--- src/rtl/uart_echo_bridge_pkg.sv ---
// Shared constants, state encoding and baud divisor helper for the UART echo bridge.
// Used by uart_echo_bridge; UART_PARITY_EN (see top) enables the PARITY state.
package uart_echo_bridge_pkg;

  localparam logic [1:0] BAUD_9600   = 2'b00;
  localparam logic [1:0] BAUD_19200  = 2'b01;
  localparam logic [1:0] BAUD_57600  = 2'b10;
  localparam logic [1:0] BAUD_115200 = 2'b11;

  localparam int OVERSAMPLE = 16;
  localparam int MID_SAMPLE = 8;

  // state       | meaning
  // UART_IDLE   | line idle, waiting for start edge / transmit request
  // UART_START  | start bit
  // UART_DATA   | data bits, LSB first
  // UART_PARITY | even parity bit (UART_PARITY_EN builds only)
  // UART_STOP   | stop bit(s)
  typedef enum logic [2:0] {
    UART_IDLE,
    UART_START,
    UART_DATA,
    UART_PARITY,
    UART_STOP
  } uart_state_e;

  // Clamped to 1 so a slow system clock still yields a tick every cycle.
  function automatic int baud_div(input int clk_hz, input int baud);
    int d;
    d = clk_hz / (baud * OVERSAMPLE);
    return (d < 1) ? 1 : d;
  endfunction

endpackage

--- src/rtl/uart_sync_fifo.sv ---
// Synchronous FIFO with a registered head word; push into a full FIFO is
// accepted only when a pop happens in the same cycle.
module uart_sync_fifo #(
  parameter int W     = 8,
  parameter int DEPTH = 16
) (
  input  logic                     clk,
  input  logic                     rst,
  input  logic                     push,
  input  logic                     pop,
  input  logic [W-1:0]             wdata,
  output logic                     full,
  output logic                     empty,
  output logic [$clog2(DEPTH):0]   count,
  output logic [W-1:0]             head
);
  localparam int AW = $clog2(DEPTH);
  localparam int CW = AW + 1;

  logic [W-1:0]  mem [DEPTH];
  logic [AW-1:0] wr_ptr;
  logic [AW-1:0] rd_ptr;
  logic          do_push;
  logic          do_pop;

  assign full    = (count == CW'(DEPTH));
  assign empty   = (count == '0);
  assign do_pop  = pop && !empty;
  assign do_push = push && (!full || do_pop);

  always_ff @(posedge clk) begin
    if (do_push) mem[wr_ptr] <= wdata;
  end

  always_ff @(posedge clk) begin
    if (rst) begin
      wr_ptr <= '0;
      rd_ptr <= '0;
      count  <= '0;
      head   <= '0;
    end else begin
      if (do_push) wr_ptr <= wr_ptr + 1'b1;
      if (do_pop)  rd_ptr <= rd_ptr + 1'b1;
      case ({do_push, do_pop})
        2'b10:   count <= count + 1'b1;
        2'b01:   count <= count - 1'b1;
        default: ;
      endcase
      // The head register follows the word that will sit at rd_ptr next cycle.
      if (do_push && (empty || (count == CW'(1) && do_pop)))
        head <= wdata;
      else if (do_pop)
        head <= mem[rd_ptr + 1'b1];
    end
  end

endmodule

--- src/rtl/uart_echo_bridge.sv ---
// Full-duplex UART with 16x oversampling, RX FIFO and echo/manual transmit.
// Optional macro UART_PARITY_EN adds an even-parity bit and the err_par output.
module uart_echo_bridge
  import uart_echo_bridge_pkg::*;
#(
  parameter int CLK_HZ = 50_000_000,
  parameter int DATA_W = 8,
  parameter int DEPTH  = 16,
  parameter int STOP_B = 1
) (
  input  logic                   src_clk,
  input  logic                   rst,
  input  logic                   en,
  input  logic [1:0]             baud_sel,
  input  logic                   stream,
  input  logic [DATA_W-1:0]      manual_data,
  input  logic                   send,
  input  logic                   rx_in,
  output logic                   tx_out,
  output logic [DATA_W-1:0]      rx_data,
  output logic                   rx_valid,
  input  logic                   rx_ready,
  output logic                   busy_tx,
  output logic                   busy_rx,
  output logic [$clog2(DEPTH):0] fifo_count,
  output logic                   err_frame,
`ifdef UART_PARITY_EN
  output logic                   err_par,
`endif
  output logic                   err_ovf
);
  localparam int DIV_9600   = baud_div(CLK_HZ, 9600);
  localparam int DIV_19200  = baud_div(CLK_HZ, 19200);
  localparam int DIV_57600  = baud_div(CLK_HZ, 57600);
  localparam int DIV_115200 = baud_div(CLK_HZ, 115200);
  localparam int DIV_W      = $clog2(DIV_9600 + 1);
  localparam int BW         = (DATA_W > 1) ? $clog2(DATA_W) : 1;

  localparam logic [3:0]    LAST_TICK = 4'(OVERSAMPLE - 1);
  localparam logic [3:0]    MID_TICK  = 4'(MID_SAMPLE - 1);
  localparam logic [BW-1:0] LAST_BIT  = BW'(DATA_W - 1);

  logic [1:0]       baud_q;
  logic [DIV_W-1:0] div_cnt;
  logic [DIV_W-1:0] div_last;
  logic             tick;

  always_comb begin
    div_last = DIV_W'(DIV_9600 - 1);
    case (baud_q)
      BAUD_9600:   div_last = DIV_W'(DIV_9600 - 1);
      BAUD_19200:  div_last = DIV_W'(DIV_19200 - 1);
      BAUD_57600:  div_last = DIV_W'(DIV_57600 - 1);
      BAUD_115200: div_last = DIV_W'(DIV_115200 - 1);
      default:     ;
    endcase
  end

  always_ff @(posedge src_clk) begin
    if (rst) begin
      baud_q  <= BAUD_9600;
      div_cnt <= '0;
    end else if (!en) begin
      baud_q  <= baud_sel;
      div_cnt <= '0;
    end else if (div_cnt == div_last) begin
      div_cnt <= '0;
    end else begin
      div_cnt <= div_cnt + 1'b1;
    end
  end

  assign tick = en && (div_cnt == div_last);

  logic rx_meta;
  logic rx_sync;

  always_ff @(posedge src_clk) begin
    if (rst) {rx_sync, rx_meta} <= 2'b11;
    else     {rx_sync, rx_meta} <= {rx_meta, rx_in};
  end

  logic              fifo_push;
  logic              fifo_pop;
  logic              fifo_full;
  logic              fifo_empty;
  logic [DATA_W-1:0] rx_shift;

  uart_sync_fifo #(.W(DATA_W), .DEPTH(DEPTH)) u_fifo (
    .clk   (src_clk),
    .rst   (rst),
    .push  (fifo_push),
    .pop   (fifo_pop),
    .wdata (rx_shift),
    .full  (fifo_full),
    .empty (fifo_empty),
    .count (fifo_count),
    .head  (rx_data)
  );

  assign rx_valid = !fifo_empty;

  // ---------------- receiver ----------------
  uart_state_e rx_state;
  uart_state_e rx_next;
  logic [3:0]  rx_scnt;
  logic [BW-1:0] rx_bit;
  logic        rx_bit_end;
  logic        rx_frame_bad;
`ifdef UART_PARITY_EN
  logic        rx_par_bad;
`endif

  assign rx_bit_end = tick && (rx_scnt == LAST_TICK);
  assign busy_rx    = (rx_state != UART_IDLE);

  always_comb begin
    rx_next      = rx_state;
    fifo_push    = 1'b0;
    rx_frame_bad = 1'b0;
    if (!en) begin
      rx_next = UART_IDLE;
    end else begin
      case (rx_state)
        UART_IDLE:  if (tick && !rx_sync) rx_next = UART_START;
        UART_START: if (tick && rx_scnt == MID_TICK) rx_next = rx_sync ? UART_IDLE : UART_DATA;
        UART_DATA:
          if (rx_bit_end && rx_bit == LAST_BIT) begin
`ifdef UART_PARITY_EN
            rx_next = UART_PARITY;
`else
            rx_next = UART_STOP;
`endif
          end
`ifdef UART_PARITY_EN
        UART_PARITY: if (rx_bit_end) rx_next = UART_STOP;
`endif
        UART_STOP:
          if (rx_bit_end) begin
            rx_next      = UART_IDLE;
            fifo_push    = rx_sync;
            rx_frame_bad = !rx_sync;
`ifdef UART_PARITY_EN
            if (rx_par_bad) fifo_push = 1'b0;
`endif
          end
        default: rx_next = UART_IDLE;
      endcase
    end
  end

  always_ff @(posedge src_clk) begin
    if (rst) begin
      rx_state  <= UART_IDLE;
      rx_scnt   <= '0;
      rx_bit    <= '0;
      rx_shift  <= '0;
      err_frame <= 1'b0;
      err_ovf   <= 1'b0;
    end else begin
      rx_state <= rx_next;
      if (rx_state == UART_IDLE || !en)
        rx_scnt <= '0;
      else if (tick)
        rx_scnt <= (rx_state == UART_START && rx_scnt == MID_TICK) ? '0 : rx_scnt + 1'b1;
      if (rx_state == UART_START) begin
        rx_bit <= '0;
      end else if (rx_state == UART_DATA && rx_bit_end) begin
        rx_bit   <= rx_bit + 1'b1;
        rx_shift <= {rx_sync, rx_shift[DATA_W-1:1]};
      end
      if (rx_frame_bad) err_frame <= 1'b1;
      if (fifo_push && fifo_full && !fifo_pop) err_ovf <= 1'b1;
    end
  end

`ifdef UART_PARITY_EN
  always_ff @(posedge src_clk) begin
    if (rst) begin
      rx_par_bad <= 1'b0;
      err_par    <= 1'b0;
    end else if (rx_state == UART_START) begin
      rx_par_bad <= 1'b0;
    end else if (rx_state == UART_PARITY && rx_bit_end) begin
      rx_par_bad <= (rx_sync != ^rx_shift);
      if (rx_sync != ^rx_shift) err_par <= 1'b1;
    end
  end
`endif

  // ---------------- transmitter ----------------
  uart_state_e       tx_state;
  uart_state_e       tx_next;
  logic [3:0]        tx_scnt;
  logic [BW-1:0]     tx_bit;
  logic              tx_stop;
  logic [DATA_W-1:0] tx_shift;
  logic [DATA_W-1:0] tx_word;
  logic              tx_load_manual;
  logic              tx_load_echo;
  logic              tx_bit_end;
`ifdef UART_PARITY_EN
  logic              tx_par;
`endif

  assign tx_bit_end = tick && (tx_scnt == LAST_TICK);
  assign tx_word    = tx_load_manual ? manual_data : rx_data;
  assign busy_tx    = (tx_state != UART_IDLE);
  assign fifo_pop   = tx_load_echo || (stream && rx_valid && rx_ready);

  always_comb begin
    tx_next        = tx_state;
    tx_load_manual = 1'b0;
    tx_load_echo   = 1'b0;
    if (!en) begin
      tx_next = UART_IDLE;
    end else begin
      case (tx_state)
        UART_IDLE:
          if (stream && send) begin
            tx_load_manual = 1'b1;
            tx_next        = UART_START;
          end else if (!stream && rx_valid) begin
            tx_load_echo = 1'b1;
            tx_next      = UART_START;
          end
        UART_START: if (tx_bit_end) tx_next = UART_DATA;
        UART_DATA:
          if (tx_bit_end && tx_bit == LAST_BIT) begin
`ifdef UART_PARITY_EN
            tx_next = UART_PARITY;
`else
            tx_next = UART_STOP;
`endif
          end
`ifdef UART_PARITY_EN
        UART_PARITY: if (tx_bit_end) tx_next = UART_STOP;
`endif
        UART_STOP: if (tx_bit_end && tx_stop == 1'(STOP_B - 1)) tx_next = UART_IDLE;
        default:   tx_next = UART_IDLE;
      endcase
    end
  end

  always_ff @(posedge src_clk) begin
    if (rst) begin
      tx_state <= UART_IDLE;
      tx_scnt  <= '0;
      tx_bit   <= '0;
      tx_stop  <= 1'b0;
      tx_shift <= '0;
    end else begin
      tx_state <= tx_next;
      if (tx_state == UART_IDLE) tx_scnt <= '0;
      else if (tick)             tx_scnt <= tx_scnt + 1'b1;
      if (tx_load_manual || tx_load_echo) begin
        tx_shift <= tx_word;
        tx_bit   <= '0;
        tx_stop  <= 1'b0;
      end else if (tx_bit_end) begin
        if (tx_state == UART_DATA) begin
          tx_shift <= tx_shift >> 1;
          tx_bit   <= tx_bit + 1'b1;
        end
        if (tx_state == UART_STOP) tx_stop <= tx_stop + 1'b1;
      end
    end
  end

`ifdef UART_PARITY_EN
  always_ff @(posedge src_clk) begin
    if (rst)                                  tx_par <= 1'b0;
    else if (tx_load_manual || tx_load_echo)  tx_par <= ^tx_word;
  end
`endif

  always_comb begin
    tx_out = 1'b1;
    case (tx_state)
      UART_START:  tx_out = 1'b0;
      UART_DATA:   tx_out = tx_shift[0];
`ifdef UART_PARITY_EN
      UART_PARITY: tx_out = tx_par;
`endif
      default:     ;
    endcase
  end

endmodule

--- config.mk ---
export PLATFORM = sky130hd
export DESIGN_NAME = uart_echo_bridge
export DESIGN_NICKNAME = d
export VERILOG_FILES = /design/src/rtl/uart_echo_bridge_pkg.sv /design/src/rtl/uart_sync_fifo.sv /design/src/rtl/uart_echo_bridge.sv
export SDC_FILE = /design/constraint.sdc
export NUM_CORES = 1
export LEC_CHECK = 0
export ABC_AREA = 1
export BUFFER_PORTS_ARGS = -buffer_cell sky130_fd_sc_hd__clkbuf_2
export CAP_MARGIN = 20
export CELL_PAD_IN_SITES_DETAIL_PLACEMENT = 1
export CELL_PAD_IN_SITES_GLOBAL_PLACEMENT = 2
export CORE_UTILIZATION = 35
export CTS_CLUSTER_SIZE = 12
export DETAILED_ROUTE_END_ITERATION = 7
export PLACE_DENSITY_LB_ADDON = 0.3
export SLEW_MARGIN = 30
export SYNTH_ARGS = -nofsm -noshare
export SYNTH_HDL_FRONTEND = slang
export SYNTH_HIERARCHICAL = 1
export SYNTH_SLANG_ARGS = --single-unit
--- constraint.sdc ---
create_clock -name src_clk -period 2.9 [get_ports src_clk]
set_input_delay 0.29 -clock src_clk [delete_from_list [all_inputs] [get_ports src_clk]]
set_output_delay 0.29 -clock src_clk [all_outputs]
set_load 0.02 [all_outputs]
=== Word-level counts from Yosys, hierarchy flattened ===
Memory sizes are Yosys's and may differ from the RTL's.
Cells that the tools add are included.

* Flip-flop bits (word level): 73
* Bits in writable memories: 128
* Output and inout bits: 19
* Memories: 1
* Input port bits: 17
* Word-level logic and storage cells: 150

* Add/subtract/negate cells: 10
* Multiplexer cells: 37
* Reduce and logical (&&, ||, !) cells: 53
* Equality and inequality tests: 27
* Bitwise logic cells: 3

{| class="wikitable"
|+ Memories
! name !! depth !! bits a word !! rd ports !! clocked after memory_dff !! write ports !! line !! RTL
|-
| u_fifo.mem || 16 || 8 || 1 || 0 || 1 || uart_sync_fifo.sv:20 || <nowiki>logic [W-1:0] mem [DEPTH];</nowiki>
|}

{| class="wikitable"
|+ Operator list
! cell !! number
|-
| two-way mux 8 bit || 6
|-
| one-hot mux 9 bit (4 select lines) || 1
|-
| two-way mux 3 bit || 9
|-
| one-hot mux 3 bit (4 select lines) || 2
|-
| logical AND 1 bit || 20
|-
| adder 4 x 1 -> 4 bit (second input constant) || 4
|-
| two-way mux 1 bit || 15
|-
| != test 2 bit (second input constant) || 7
|-
| == test 3 bit (second input constant) || 4
|-
| one-hot mux 5 bit (2 select lines) || 1
|-
| OR reduction 2 bit || 5
|-
| adder 9 x 1 -> 9 bit (second input constant) || 1
|-
| == test 9 bit || 1
|-
| == test 4 bit (second input constant) || 2
|-
| AND reduction 2 bit || 4
|-
| AND reduction 4 bit || 2
|-
| nonzero test 2 bit || 4
|-
| adder 3 x 1 -> 3 bit (second input constant) || 2
|-
| == test 2 bit (second input constant) || 3
|-
| == test 3 x 1 -> 1 bit (second input constant) || 2
|-
| == test 3 x 2 -> 1 bit (second input constant) || 2
|-
| zero test 1 bit || 6
|-
| zero test 3 bit || 2
|-
| nonzero test 3 bit || 2
|-
| other kinds (16) || 23
|}

=== Longest topological paths before layout ===
* Word-level depth: 13
* Depth in mapped cells: 18

=== Hierarchy ===
The synthesis kept the hierarchy.

{| class="wikitable"
|+ Modules (own cells, without submodules)
! module !! area an instance (um2) !! seq. area each (um2) !! times used !! cells an instance
|-
| uart_sync_fifo || 6710.2 || 4264.1 || 1 || 691
|-
| uart_echo_bridge || 2747.6 || 1041.0 || 1 || 403
|}

=== Worst setup path before layout ===
Ideal clock, no wire load.

* Kind: flip-flop to flip-flop
* Start: register baud_q[0]
* End: memory u_fifo.mem[0][0] (enable)
* Required time: 2.530 ns
* Buffers on the path: 1
* Setup slack: 0.083 ns
* Setup time: 0.370 ns
* Stages on the path, launching flop included: 16
* Arrival: 2.447 ns
* Period minus slack after synthesis: 2.817 ns
* Cell sequence: dfxtp_1 inv_1 ha_1 inv_1 nand2_1 nand2_1 nor2_1 nand2_1 nor2_2 nand4_1 nor2_1 nand2_2 inv_2 buf_6 nand2_1 nor2_1

* Longest elaborated chain between the ends: 11
* Elaborated cells on any way between the ends: 14
* Those cells by class: eq/ne: 4; mux: 6; reduce/logical: 4

{| class="wikitable"
|+ Ends and longest elaborated chain
! element !! line !! RTL
|-
| start: declaration || uart_echo_bridge.sv:43 || <nowiki>logic [1:0] baud_q;</nowiki>
|-
| start signal: assignment || uart_echo_bridge.sv:64 || <nowiki>baud_q <= baud_sel;</nowiki>
|-
| == test 2 bit (tied with other cells) || uart_echo_bridge.sv:50 || <nowiki>case (baud_q)</nowiki>
|-
| one-hot mux 9 bit (4 select lines) (*) || uart_echo_bridge.sv:50 ||
|-
| == test 9 bit (*) || uart_echo_bridge.sv:73 || <nowiki>assign tick = en && (div_cnt == div_last);</nowiki>
|-
| logical AND 1 bit (*) || uart_echo_bridge.sv:73 ||
|-
| logical AND 1 bit (*) || uart_echo_bridge.sv:114 || <nowiki>assign rx_bit_end = tick && (rx_scnt == LAST_TICK);</nowiki>
|-
| two-way mux 1 bit (*) || uart_echo_bridge.sv:139 || <nowiki>if (rx_bit_end) begin</nowiki>
|-
| two-way mux 1 bit (*) || uart_echo_bridge.sv:124 || <nowiki>case (rx_state)</nowiki>
|-
| two-way mux 1 bit (*) || uart_echo_bridge.sv:121 || <nowiki>if (!en) begin</nowiki>
|-
| named net fifo_push || uart_echo_bridge.sv:83 || <nowiki>logic fifo_push;</nowiki>
|-
| logical AND 1 bit (*) || uart_sync_fifo.sv:29 || <nowiki>assign do_push = push && (!full || do_pop);</nowiki>
|-
| two-way mux 1 bit (*) || uart_sync_fifo.sv:32 || <nowiki>if (do_push) mem[wr_ptr] <= wdata;</nowiki>
|-
| two-way mux 1 bit (implied by the code) (*) || uart_sync_fifo.sv:32 ||
|-
| end: declaration || uart_sync_fifo.sv:20 ||
|}

Mark *: on every way through the listed nets, which the timed path passes. The rest lies on a longest branch.

=== Worst setup path in the final report ===
* Start: register baud_q[1]
* End: memory u_fifo.mem[9][6] (enable)

The elaborated chain is that of the path after synthesis.

==> results.md <==
- Crit path DAT: approximately 2.9 ns
- WHS: 0.09698 ns
- Full die area: 27680 µm²
- Mapped cell area: 9458 µm²
- Unique masters post-synth: 39
- # rows: 59
- Drt first pass iters: 7
- Largest net degree at the start of global routing: 41
- Max IR drop VDD: 0.0004066 V
- Largest cells by area after synthesis: edfxtp_1 41%, dfxtp_1 15%, nand2_1 13%
- First-pass GRT wire length: 42.16 mm
- Mapped Nets: 1132
- Top cell type by total area after synthesis: edfxtp_1
- CTS tree: built
- Nature of the critical path startpoint: flip-flop
- Wire per inst: roughly 17 µm
- Crit end category: flip-flop
- Root buffer cell: clkbuf_16
- Max Slew Vio Count: 0
- Crit path time final: 2.671 ns
- Worst reg2reg path depth: 15
- Initial core utilization: 35.99%
- DR vias: around 7400
- PD cells: 560.3 nW/µm²
- Most numerous cell in the Yosys netlist: nand2_1
- Worst Path Required: 3.11 ns
- Worst slew pin tran: 0.8152 ns
- Hold Path Cell Cnt: 3
- Antenna Cells: 0
- FMAX: 374.4 MHz
- Worst min path class: input pin to flip-flop
- I/O Buffers: 35
- Hold EP: baud_q[1]
- Cells after Synth: 1094
- Critical R2R Launch: baud_q[1]
- Crit-path max FO: 8
- Slew HR: a little under half
- R2r setup slk: 0.23 ns
- Pre-CTS WS: 0.1173 ns
- Average via count per standard cell: 4.867
- Drt drc: 0
- # setup viols final: 0
- # IOs: 36
- Critical R2R Capture: u_fifo/mem[9][6]
- Routed Antenna Nets: 0
- Area taken by multi-input logic gates: between 3000 and 4000 µm²
- Area grow syn2layout: 17.33%
- Grt ovf: 0
- Top cell type's share of synthesized area: 40.64%
- RSZ-0062 raised after global routing: no
- Post-synth top flop: edfxtp_1
- YS warnings: 6
- Num Clock Sinks: 201
- Status: finished clean
- Final GP Congestion: 0.8129
- Syn_area_per_cell: 8.645 µm²
- Clk_lat worst skew: 0.51 ns
- Setup CP Type: flip-flop to flip-flop
- Post-route setup slack: ~0.23 ns
- FILL cells: 3102
- Fin crit share: between 90 and 100%
- DRT iter0 DRCs: 390
- Clock Skews: roughly 0.0094 ns
- Worst-path clk slew: approximately 0.050 ns
- Vias in the first global route: 7689
- Clock Path Buffers: 3
- Inserted Clock Buffers: 25
- HPWL after DPL: 18.81 mm
- Most frequent cells after synthesis: 329 x nand2_1, 143 x inv_1, 136 x nand3_1, 128 x edfxtp_1, 73 x dfxtp_1
- Min-delay src: baud_sel[1]
- Die Y: ~170 µm
- Max-cap check violation count: 0
- Seq cells post-synth: 201
- Final hold vios: 0
- GRT Overall Usage: 19.40%
- Final wirelength: 26.23 mm
- Fin Setup TNS: 0 ns
- FF/Latch Area: 5306 µm²
- Nets@finish: 1207
- Seq/Total Area, Yosys: 56.09%
- Initial antenna violation count: 0
- Core Area: 26280 µm²
- Share of async-settable or async-resettable flops after synthesis: 0%
- LEAKAGE: around 0.0047 µW
- Number of synthesized flops with an enable pin: 128
- Share of layout cells above drive strength 1: 13.14%
- H-tree depth: 1
- Die W: 166.4 µm
[layer usage]
layer	global-route usage (%)	up-vias	share of wire, %
met5	0	-	0
met4	4.267	0	1.9
met3	2.169	33	2.5
met2	34.03	87	50
met1	25.66	3573	46
li1	-	3715	-
[where the power goes]
part	total (µW)	internal [µW]	switching (µW)
clock network	3060	1920	1150
logic	136	45.8	90.6
registers	3020	3010	5.75
[per-stage QoR]
stage	std cells	util, %	power, µW	cell area, µm²
floorplan	1094	-	3162	9458
global placement	1475	38.95	3210	10240
detailed placement	1475	38.95	3211	10240
CTS	1521	42.11	6289	11070
global route	1522	42.23	6417	11100
finish	1522	42.23	6217	11100
[cells by family (layout without fill, tap and decap cells)]
kind of cell | count (synthesis) | in the layout | share of synthesized area (%)
and+or+nand+nor | 582 | 582 | 27.05
DFF | 201 | 201 | 56.09
buffers and inverters | 184 | 277 | 7.845
AOI/OAI and AO/OA | 99 | 99 | 5.345
adders and majority gates | 21 | 21 | 2.778
xor gates and xnor gates | 7 | 7 | 0.8864
[worst max-delay path by stage]
| stage | from | to | slack (ns) | cells after the start |
|---|---|---|---|---|
| 6_report | baud_q[1] | u_fifo/mem[9][6] | 0.23 | 15 |
| 3_3_place_gp | baud_q[0] | u_fifo/mem[9][3] | 0.19 | 15 |
| 3_5_place_dp | baud_q[0] | u_fifo/mem[9][3] | 0.12 | 15 |
| 4_1_cts | baud_q[0] | u_fifo/head[6] | 0.08 | 18 |
| 2_1_floorplan | baud_q[0] | u_fifo/mem[0][0] | 0.08 | 15 |
| 5_1_grt | baud_q[0] | u_fifo/mem[9][5] | 0.02 | 15 |
[final cells by class]
cell class / count / share of cell area (%)
Tap cell: 335 / 3.777
Timing Repair Buffer: 81 / 4.972
Sequential cell: 201 / 47.82
Multi-Input combinational cell: 709 / 30.89
Clock inverter: 7 / 0.7667
Inverter: 151 / 5.141
Clock buffer: 38 / 6.630
[worst max-delay path, cell delays in order (launching register included)]
cell and delay, ns:
dfxtp_1 0.37, inv_1 0.12, ha_4 0.30, inv_1 0.06, nand2_1 0.05, nand2_1 0.06
nor2_1 0.08, nand2_1 0.07, nor2_2 0.14, nand4_1 0.15, nor2_2 0.19, nand2_2 0.11
inv_2 0.11, nand2_1 0.20, nor2_1 0.17, buf_4 0.18
[repair_timing]
action,CTS,global route
hold buffers,1,0
resized for setup,0,5
endpoints found under the hold margin,1,0
setup buffers,0,1
endpoints found under the setup margin,0,92
[layout by cell type, fill, tap and decap left out, types with 7 or more instances in the layout]
cell and instances:
nand4_1 10, dfxtp_1 72, edfxtp_1 128, buf_4 42
nand2_2 7, inv_1 142, clkbuf_1 8, clkbuf_16 26
o21ai_0 34, a21oi_1 58, nand3_1 136, nand2_1 328
nor3_1 10, nor2_1 63, ha_1 20, clkbuf_2 35
[registers in the layout (all words and copies together) (netlist names), 2 cells and up]
| name | flops |
|---|---|
| u_fifo/count | 5 |
| baud_q | 2 |
| div_cnt | 9 |
| tx_scnt | 4 |
| rx_shift | 8 |
| rx_scnt | 4 |
| u_fifo/mem | 128 |
| tx_bit | 3 |
| tx_state | 3 |
| u_fifo/head | 8 |
| u_fifo/rd_ptr | 4 |
| u_fifo/wr_ptr | 4 |
| tx_shift | 8 |
| rx_bit | 3 |
| rx_state | 3 |
Power figures use the tool's default switching activity.
